===== src/rtl/mem_wb_stage.sv =====
// Memory-access stage and MEM/WB pipeline register.
// Holds one load/store across a req/ack handshake and formats load data.
module mem_wb_stage #(
  parameter int XLEN          = 32,
  parameter bit MISALIGN_TRAP = 1'b1
) (
  input  logic            clk,
  input  logic            rst_n,
  input  logic            in_valid,
  input  logic [1:0]      in_mem_op,
  input  logic [2:0]      in_funct3,
  input  logic [2:0]      in_wb_src,
  input  logic [4:0]      in_rd,
  input  logic [XLEN-1:0] in_result,
  input  logic [XLEN-1:0] in_store_data,
  input  logic [XLEN-1:0] in_csr_dataout,
  input  logic            flush,
  output logic            stall,
  output logic            dmem_req,
  output logic            dmem_we,
  output logic [XLEN-1:0] dmem_addr,
  output logic [3:0]      dmem_wstrb,
  output logic [XLEN-1:0] dmem_wdata,
  input  logic            dmem_ack,
  input  logic [XLEN-1:0] dmem_rdata,
  output logic [2:0]      wb_src,
  output logic [4:0]      rd,
  output logic [XLEN-1:0] result,
  output logic [XLEN-1:0] dmem_dataout,
  output logic [XLEN-1:0] csr_dataout,
  output logic            misalign
);

  typedef enum logic {IDLE, REQ} state_e;

  state_e state_q, state_d;

  logic [2:0]      hf3_q, hwb_q;
  logic [1:0]      hoff_q;
  logic            hwe_q;
  logic [4:0]      hrd_q;
  logic [XLEN-1:0] hres_q, hsd_q, hcsr_q;

  logic [2:0]      wb_q, wb_d;
  logic [4:0]      rd_q, rd_d;
  logic [XLEN-1:0] res_q, res_d;
  logic [XLEN-1:0] ld_q, ld_d;
  logic [XLEN-1:0] csr_q, csr_d;
  logic            mis_q, mis_d;

  logic            accept, is_mem, mis, trap, go;
  logic [XLEN-1:0] sh, fmt;

  assign accept = (state_q == IDLE) && in_valid && !flush;
  assign is_mem = accept &&
                  (in_mem_op == 2'b01 || in_mem_op == 2'b10);
  // size from funct3[1:0]: 00 byte, 01 half, else word
  assign mis    = (in_funct3[1:0] == 2'b01 && in_result[0]) ||
                  (in_funct3[1] && in_result[1:0] != 2'b00);
  assign trap   = is_mem && mis && MISALIGN_TRAP;
  assign go     = is_mem && !trap;

  always_ff @(posedge clk or negedge rst_n) begin
    if (!rst_n) state_q <= IDLE;
    else        state_q <= state_d;
  end

  always_comb begin
    state_d = state_q;
    unique case (state_q)
      IDLE: if (go)       state_d = REQ;
      REQ:  if (dmem_ack) state_d = IDLE;
    endcase
  end

  always_comb begin
    stall      = 1'b0;
    dmem_req   = 1'b0;
    dmem_we    = 1'b0;
    dmem_addr  = '0;
    dmem_wstrb = 4'b0000;
    dmem_wdata = '0;
    if (state_q == REQ) begin
      stall     = 1'b1;
      dmem_req  = 1'b1;
      dmem_we   = hwe_q;
      dmem_addr = {hres_q[XLEN-1:2], 2'b00};
      if (hwe_q) begin
        unique case (1'b1)
          hf3_q[1:0] == 2'b00: begin
            dmem_wstrb = 4'b0001 << hoff_q;
            dmem_wdata = {4{hsd_q[7:0]}};
          end
          hf3_q[1:0] == 2'b01: begin
            dmem_wstrb = 4'b0011 << hoff_q;
            dmem_wdata = {2{hsd_q[15:0]}};
          end
          default: begin
            dmem_wstrb = 4'b1111;
            dmem_wdata = hsd_q;
          end
        endcase
      end
    end
  end

  assign sh = dmem_rdata >> {hoff_q, 3'b000};

  always_comb begin
    unique case (hf3_q)
      3'b000:  fmt = {{(XLEN-8){sh[7]}}, sh[7:0]};
      3'b001:  fmt = {{(XLEN-16){sh[15]}}, sh[15:0]};
      3'b100:  fmt = {{(XLEN-8){1'b0}}, sh[7:0]};
      3'b101:  fmt = {{(XLEN-16){1'b0}}, sh[15:0]};
      default: fmt = dmem_rdata;
    endcase
  end

  // hold register; without trapping, a misaligned offset is forced to 0
  always_ff @(posedge clk or negedge rst_n) begin
    if (!rst_n) begin
      hf3_q  <= '0;
      hwb_q  <= '0;
      hoff_q <= '0;
      hwe_q  <= 1'b0;
      hrd_q  <= '0;
      hres_q <= '0;
      hsd_q  <= '0;
      hcsr_q <= '0;
    end else if (go) begin
      hf3_q  <= in_funct3;
      hwb_q  <= in_wb_src;
      hoff_q <= mis ? 2'b00 : in_result[1:0];
      hwe_q  <= in_mem_op[1];
      hrd_q  <= in_rd;
      hres_q <= in_result;
      hsd_q  <= in_store_data;
      hcsr_q <= in_csr_dataout;
    end
  end

  always_comb begin
    wb_d  = wb_q;
    rd_d  = rd_q;
    res_d = res_q;
    ld_d  = ld_q;
    csr_d = csr_q;
    mis_d = 1'b0;
    if (state_q == IDLE) begin
      if (accept && !is_mem) begin
        wb_d  = in_wb_src;
        rd_d  = in_rd;
        res_d = in_result;
        csr_d = in_csr_dataout;
      end else begin
        wb_d  = 3'b000;
        mis_d = trap;
      end
    end else if (dmem_ack) begin
      wb_d  = hwb_q;
      rd_d  = hrd_q;
      res_d = hres_q;
      ld_d  = fmt;
      csr_d = hcsr_q;
    end
  end

  always_ff @(posedge clk or negedge rst_n) begin
    if (!rst_n) begin
      wb_q  <= '0;
      rd_q  <= '0;
      res_q <= '0;
      ld_q  <= '0;
      csr_q <= '0;
      mis_q <= 1'b0;
    end else begin
      wb_q  <= wb_d;
      rd_q  <= rd_d;
      res_q <= res_d;
      ld_q  <= ld_d;
      csr_q <= csr_d;
      mis_q <= mis_d;
    end
  end

  assign wb_src       = wb_q;
  assign rd           = rd_q;
  assign result       = res_q;
  assign dmem_dataout = ld_q;
  assign csr_dataout  = csr_q;
  assign misalign     = mis_q;

endmodule


===== config.mk =====
export PLATFORM = sky130hd
export DESIGN_NAME = mem_wb_stage
export DESIGN_NICKNAME = d
export VERILOG_FILES = /design/src/rtl/mem_wb_stage.sv
export SDC_FILE = /design/constraint.sdc
export NUM_CORES = 1
export LEC_CHECK = 0
export CAP_MARGIN = 20
export CORE_AREA = 5 5 169 131
export CTS_CLUSTER_SIZE = 25
export DETAILED_ROUTE_END_ITERATION = 8
export DIE_AREA = 0 0 174 136
export PLACE_DENSITY_LB_ADDON = 0.3
export SLEW_MARGIN = 20
export SYNTH_ARGS = -nofsm -noshare
export SYNTH_HDL_FRONTEND = slang
export SYNTH_SLANG_ARGS = --single-unit

===== constraint.sdc =====
create_clock -name clk -period 3.6 [get_ports clk]
set_input_delay 0.72 -clock clk [delete_from_list [all_inputs] [get_ports clk]]
set_output_delay 0.72 -clock clk [all_outputs]
set_load 0.005 [all_outputs]

Word-level counts from Yosys, hierarchy flattened:

Index checks and enable logic that the tools add are counted.

* flip-flop bits (word level): 216
* input bits: 146

* equality and inequality tests: 8
* shift operators: 3
* mux-type cells: 28
* bitwise gates (word level): 1
* reduce and logical (&&, ||, !) cells: 19

Operators by type and width (number)
* $mux 32: 9
* $pmux 32 s4: 1
* $pmux 32 s2: 1
* $shr 32x5->16: 1
* $mux 5: 3
* $mux 3: 3
* $logic_and 1x1->1: 8
* $mux 4: 2
* $pmux 4 s2: 1
* $eq 2x1->1 const B: 3
* $eq 3x3->1 const B: 2
* $mux 1: 6
* $reduce_and 2->1: 2
* $reduce_bool 2->1: 2
* $shl 1x2->4 const A: 1
* $shl 2x2->4 const A: 1
* $eq 3x1->1 const B: 1
* $logic_not 1->1: 3
* $logic_not 3->1: 1
* $eq 2x2->1 const B: 1
* $logic_not 2->1: 1
* $logic_or 1x1->1: 2
* $mux 2: 1
* $ne 2x2->1 const B: 1
* other kinds (2): 2

Longest topological paths before layout:

Gate-level depths: netlist of run 1.

* depth after elaboration: 9
* mapped depth: 8
* depth with buffers taken out: 4

Least setup slack after synthesis of run 1:

No wires, ideal clock.

* path type: flip-flop to output port
* start: reg hf3_q[1]
* end: out dmem_wdata[17]
* data arrival time: 1.525 ns
* data required time: 2.880 ns
* slack: 1.355 ns
* cell stages (with the launch flop): 6
* cells stage by stage: dfrtp_1 > clkbuf_1 > clkbuf_1 > clkbuf_1 > mux2i_1 > nor2_1

* longest elaborated chain between the ends: 4
* elaborated cells between the ends (all ways): 5

Ends and longest elaborated chain
* start, declared: line 38 `logic [2:0] hf3_q, hwb_q;`
* start signal, assigned: line 131 `hf3_q <= in_funct3;`
* $eq 2x1->1 or $logic_not 2->1 (tied branches): line 94, 90
* $pmux 32 s2 *: line 89 `unique case (1'b1)`
* $mux 32 *: line 88 `if (hwe_q) begin`
* $mux 32 *: line 83 `if (state_q == REQ) begin`
* end, declared: line 23 `output logic [XLEN-1:0] dmem_wdata,`

Mark *: on every way between the ends. The rest lies on a longest branch, timed or not.

Final worst setup path of run 1:

* start: reg hf3_q[1]
* end: out dmem_wdata[15]

Same word-level chain as after synthesis.

==> results of run 1 <==
-- cell usage after synthesis, drive strengths merged (2+ instances only) --
library cell	instances
a21o	2
a21oi	61
a222oi	2
a22o	4
a2bb2oi	8
and2	32
and3	9
buf	21
clkbuf	51
dfrtp	216
inv	6
mux2	112
mux2i	72
mux4	2
nand2	120
nand2b	2
nand3	32
nor2	37
o21ai	94
o22ai	7
or3	6
-- stage by stage --
step / instances / utilization, % / power [uW] / worst slack, ns
3_3_place_gp: 1440 / 65.2 / 6330 / 0.742
4_1_cts: 1481 / 68.9 / 8810 / 0.249
2_1_floorplan: 911 / - / 4870 / 1.35
6_report: 1481 / 68.9 / 8740 / 0.274
3_5_place_dp: 1440 / 65.2 / 6430 / 0.683
5_1_grt: 1481 / 68.9 / 9250 / 0.0712
-- worst min path at each step --
stage | slack, ns | depth (start not counted) | end | start
6_report | 0.13 | 1 | hcsr_q[14]$_DFFE_PN0P_ | rst_n
5_1_grt | 0.15 | 1 | hcsr_q[14]$_DFFE_PN0P_ | rst_n
4_1_cts | 0.14 | 1 | hcsr_q[10]$_DFFE_PN0P_ | rst_n
3_5_place_dp | 0.47 | 2 | result[7]$_DFFE_PN0P_ | result[7]$_DFFE_PN0P_
3_3_place_gp | 0.46 | 2 | csr_dataout[16]$_DFFE_PN0P_ | csr_dataout[16]$_DFFE_PN0P_
2_1_floorplan | 0.42 | 0 | csr_dataout[0]$_DFFE_PN0P_ | rst_n
-- state kept, by name, indices dropped and copies added (netlist names) --
| register | flops |
|---|---|
| csr_dataout | 32 |
| dmem_dataout | 32 |
| hcsr_q | 32 |
| hf3_q | 3 |
| hoff_q | 2 |
| hrd_q | 5 |
| hres_q | 32 |
| hsd_q | 32 |
| hwb_q | 3 |
| hwe_q | 1 |
| misalign | 1 |
| rd | 5 |
| result | 32 |
| state_q | 1 |
| wb_src | 3 |
-- power breakdown --
group	total (uW)	switching (uW)	leakage, uW	internal (uW)
combinational	2710	1100	0.00309	1610
sequential	3670	482	0.00265	3190
clock	2360	968	0.000369	1390
total	8740	2550	0.00610	6190
-- layout make-up --
cell class	instances	share of cell area, %
clock inverter	7	0.461
sequential	216	38.4
inverter	6	0.160
tap	264	2.34
timing repair buffer	337	24.0
multi-input combinational	617	29.8
clock buffer	34	4.87
-- layer usage --
metal | up-vias | part of all wire [%] | GRT usage [%]
met1 | 3890 | 44 | 33.2
met2 | 311 | 45 | 34.9
met5 | - | 0.025 | 0
li1 | 3766 | - | -
met3 | 47 | 9.0 | 6.51
met4 | 2 | 2.7 | 5.58
-- worst reg2reg max path, delay by kind of cell (launching register included) --
kind	cells	cell delay, ns
buffers and inverters	3	1.28
and+or+nand+nor	2	0.23
muxes	1	0.47
DFF	1	0.42
-- kinds of logic (layout without fill, tap and decap cells) --
logic type             Yosys count  in the layout  share of synthesized area [%]
other                            1              2                         0.0378
XOR/XNOR                         2              2                          0.176
AO/OA/AOI/OAI                  184            184                           10.1
flip-flops                     216            216                           54.4
AND/OR/NAND/NOR                243            243                           11.5
multiplexers                   186            186                           20.4
buffers and inverters           78            384                           3.35
==> metrics.txt, run 1 <==
outcome finished clean; WP data required 2.88 ns; root buf cell clkbuf_16; predominant post-synthesis flop cell dfrtp_1; Setup crit start hf3_q[1]$_DFFE_PN0P_; vias post-DR 8016; H-Tree Depth 1; R2R depth 6; input/output buffers 319; Final Skew 0.00578 ns; Post-Syn Area between 9000 and 10000 um2; filler cell count 1525; top cells by area, synth dfrtp_1, mux2_2, mux2i_1; clock-pin transition on the worst setup and hold timing paths 0.06 ns; Slowest cell on crit path nor2_1; Nets about 1.3k; Starting Density about half; WL per Instance 18.9 um; hold slack 0.130 ns; initial antenna violation count 1; DRT Wirelength 28.0 mm; delay-heaviest family, CP simple AND/OR/NAND/NOR gates; clk buf depth 3; Overall Global Routing Usage 23.1%; Reg area 5410 um2; vias in the first global route 7999; DRT Pass-1 Iters 7; die width 174 um; # IOs 322; total CTS buffers 23; LEAKAGE between 0.006 and 0.007 uW; Hold-fix buffers, CTS 0; Critical Path Source Type flop; CP max FO 17; Rows 46; critical path type flop to output port; Yosys Warn Count 0; crit end category output port; Worst Path Arrival 2.61 ns; synthesized netlist cell count 910; HP Class input pin to async pin; Synth async-reset ratio 100%; Final ANT Viol Nets 0; Reg2Reg Capture Point hres_q[20]$_DFFE_PN0P_; drt drc 0; R2R Setup Slk 1.07 ns; Slew headroom 27.0%; Vert. Die Dim ~140 um; # Post-CTS Setup Buffers 0; DPL Wire Length 19.6 mm; stages on the worst setup path 4; Tmin final 3.33 ns; initial DRC count 636; final setup violation count 0; Post-synth EDFFs 0; cell area after placement 13400 um2; final RePlAce weighted congestion 0.885; total negative slack 0 ns; post-route cell area 14100 um2; Setup crit end dmem_wdata[15]; final hold violations 0; Worst path max stage delay about 0.73 ns; Worst VDD drop around 0.37 mV; RR Startpoint state_q$_DFF_PN0_; Layout area overhead 42.0%; register bit count reported by yosys between 200 and 250; power density over the cells 619 nW/um2; area of the core 20500 um2; Final Max Tran Viols 0; Max Cap Violations 0; clk_lat worst skew 0.49 ns; Resized cells post-CTS 0; Clock Sink Count 216; fin crit share 92.4%; Via density around 5.4; pin count of the biggest net entering global routing 107; commonest non-fill, non-tap cells in the layout clkdlybuf4s50_1, dfrtp_1, nand2_1; RSZ-0062 raised after global routing no; Netlist cell types 39; area of the die around 24000 um2; leading area contributor after synthesis dfrtp_1; post-synthesis sequential area ratio 54.4%; share of layout cells above drive strength 1 between 15 and 20%; n_diodes 0; share of the synthesized area in the top cell type 54.4%; multi-input logic area 4210 um2; first-pass GRT wire length 44.5 mm; worst-margin pin slew between 1 and 1.5 ns; GRT overflow 0; highest clock rate 0.301 GHz; WP buf/inv 1; commonest non-fill, non-tap cell in the layout clkdlybuf4s50_1; Syn Area/Cell ~11 um2; Critical Path, Cell by Cell nor2_1 > nand2_1 > a21oi_1 > clkdlybuf4s50_1; TritonCTS clock tree yes
No activity file was read; power rests on OpenSTA's default activity.
==> run 2, diff against run 1 <==
--- a/config.mk
+++ b/config.mk
@@ -6,10 +6,10 @@
 export NUM_CORES = 1
 export LEC_CHECK = 0
 export CAP_MARGIN = 20
-export CORE_AREA = 5 5 169 131
+export CORE_AREA = 5 5 188 145
 export CTS_CLUSTER_SIZE = 25
 export DETAILED_ROUTE_END_ITERATION = 8
-export DIE_AREA = 0 0 174 136
+export DIE_AREA = 0 0 193 150
 export PLACE_DENSITY_LB_ADDON = 0.3
 export SLEW_MARGIN = 20
 export SYNTH_ARGS = -nofsm -noshare
==> constraint.sdc (replaced) <==
create_clock -name clk -period 3.49 [get_ports clk]
set_input_delay 0.698 -clock clk [delete_from_list [all_inputs] [get_ports clk]]
set_output_delay 0.698 -clock clk [all_outputs]
set_load 0.005 [all_outputs]
==> run 2 against run 1 <==
  * Sequential share of layout area decreased by 0.47 points
  * Power is 4.3% higher
  * Via count shrank 1.0%
  * Combinational power up 4%
  * Sequential power is 3% higher
==> metrics.txt, run 2 (synthesis results as in run 1) <==
Via density 5.07 (-6.3%); crit end category output port; vias in the first global route 8038 (+0.49%); Max Cap Violations 0 (unchanged); hold slack 0.138 ns (+0.00805 ns); Reg2Reg Capture Point dmem_dataout[18]$_DFFE_PN0P_; total negative slack 0 ns (unchanged); H-Tree Depth 1 (unchanged); total CTS buffers 24 (+4.3%); commonest non-fill, non-tap cells in the layout clkdlybuf4s50_1, dfrtp_1, nand2_1; GRT overflow 0 (unchanged); initial DRC count 466 (-27%); highest clock rate 0.321 GHz; RR Startpoint state_q$_DFF_PN0_; die width 193 um (+11%); # IOs 322 (unchanged); R2R Setup Slk 1.17 ns (+0.10 ns); outcome finished clean; clk buf depth 3 (unchanged); drt drc 0 (unchanged); RSZ-0062 raised after global routing no; Rows 51 (+11%); Critical Path Source Type flop; Resized cells post-CTS 0 (unchanged); HP Class input pin to async pin; Vert. Die Dim 150 um (+10%); TritonCTS clock tree yes; clock-pin transition on the worst setup and hold timing paths 0.06 ns (about the same); root buf cell clkbuf_16; Final ANT Viol Nets 0 (unchanged); clk_lat worst skew 0.52 ns (+0.03 ns); input/output buffers 319 (unchanged); # Post-CTS Setup Buffers 0 (unchanged); most used routing layer met2; Final Skew 0.0254 ns (+0.0196 ns); GR Util met1 28.5% (-4.7 points); Overall Global Routing Usage 19.7% (-3.4 points); Worst Path Arrival 2.42 ns (-0.19 ns); DRT Wirelength 29.4 mm (+5.0%); Starting Density 39.2% (-9.3 points); initial antenna violation count 0 (-1); met2 Use GR 30.1% (-4.8 points); Worst path max stage delay 0.64 ns (-0.09 ns); commonest non-fill, non-tap cell in the layout clkdlybuf4s50_1; Tmin final 3.12 ns; R2R depth 3 (-3); vias post-DR 7934 (-1.0%); DRT Pass-1 Iters 7 (unchanged); placed insts 1524 (+5.8%); DPL Wire Length 20.7 mm (+5.4%); Nets 1352 (+0.37%); LEAKAGE 0.00614 uW (+0.65%); critical path type flop to output port; WL per Instance 18.8 um (-0.68%); final RePlAce weighted congestion 0.830 (-6.2%); final setup violation count 0 (unchanged); pin count of the biggest net entering global routing 112 (+4.7%); Clock Sink Count 216 (unchanged); share of layout cells above drive strength 1 15.3% (+0.29 points); fin cells 1565 (+5.7%); final hold violations 0 (unchanged); first-pass GRT wire length 45.6 mm (+2.6%); CP max FO 12 (-5); Critical Path, Cell by Cell nand2b_1 > nor2_1 > o31a_1 > clkdlybuf4s50_1; Layout area overhead 43.8%; fin crit share 89.4%; Slew headroom 53.1% (+26 points); Slowest cell on crit path dfrtp_1; worst-margin pin slew 0.703 ns (-0.390 ns); WP data required 2.79 ns (-0.09 ns); Worst VDD drop 0.386 mV (+5.4%); power density over the cells 638 nW/um2 (+3.1%); Hold-fix buffers, CTS 0 (unchanged); M3 GR Usage 4.97% (-1.5 points); Final Max Tran Viols 0 (unchanged); area of the die 29000 um2 (+22%); area of the core 25300 um2 (+24%)
==> run 2: worst max-delay path by stage <==
stage | from | endpoint | slack [ns] | depth (start not counted)
floorplan | hf3_q[1]$_DFFE_PN0P_ | dmem_wdata[17] | 1.27 | 5
global placement | dmem_rdata[31] | dmem_dataout[31]$_DFFE_PN0P_ | 0.67 | 5
detailed placement | dmem_rdata[31] | dmem_dataout[18]$_DFFE_PN0P_ | 0.59 | 5
CTS | hf3_q[0]$_DFFE_PN0P_ | dmem_wdata[9] | 0.37 | 5
global route | hf3_q[0]$_DFFE_PN0P_ | dmem_wdata[13] | 0.17 | 5
finish | hoff_q[0]$_DFFE_PN0P_ | dmem_wstrb[2] | 0.37 | 4
==> run 2: critical path, delay by kind of cell (launching register included) <==
kind,cells,cell delay (ns)
flops,1,0.64
simple gates,2,0.60
buf+inv,1,0.51
compound gates,1,0.17
==> run 2: metal layers <==
layer	up-vias	part of all wire [%]
li1	3757	-
met1	3879	46
met2	261	45
met3	37	7.6
met4	0	2.0
met5	-	0
==> run 2: final cells by class <==
cell class | instances | area, um2
diodes | 1 | 2.50
clock buffers | 33 | 684
clock inverters | 7 | 98.8
fillers | 2183 | 11000
inverters | 6 | 22.5
multi-input cells | 617 | 4210
flip-flops and latches | 216 | 5410
well taps | 344 | 430
repair buffers | 341 | 3430
==> run 2: metrics by stage <==
step | cell area, um2 | worst slack, ns | util (%) | power (uW)
after global routing | 14300 | 0.172 | 56.4 | 9680
after floorplan | 9940 | 1.27 | - | 5020
after global placement | 13500 | 0.672 | 53.3 | 6590
after detailed placement | 13500 | 0.594 | 53.3 | 6670
final | 14300 | 0.371 | 56.4 | 9120
after CTS | 14300 | 0.366 | 56.4 | 9250
==> run 2: where the power goes <==
| group | switching (uW) | leakage (uW) | internal (uW) |
|---|---|---|---|
| sequential | 498 | 0.00265 | 3290 |
| clock | 1010 | 0.000383 | 1510 |
| combinational | 1140 | 0.00311 | 1670 |
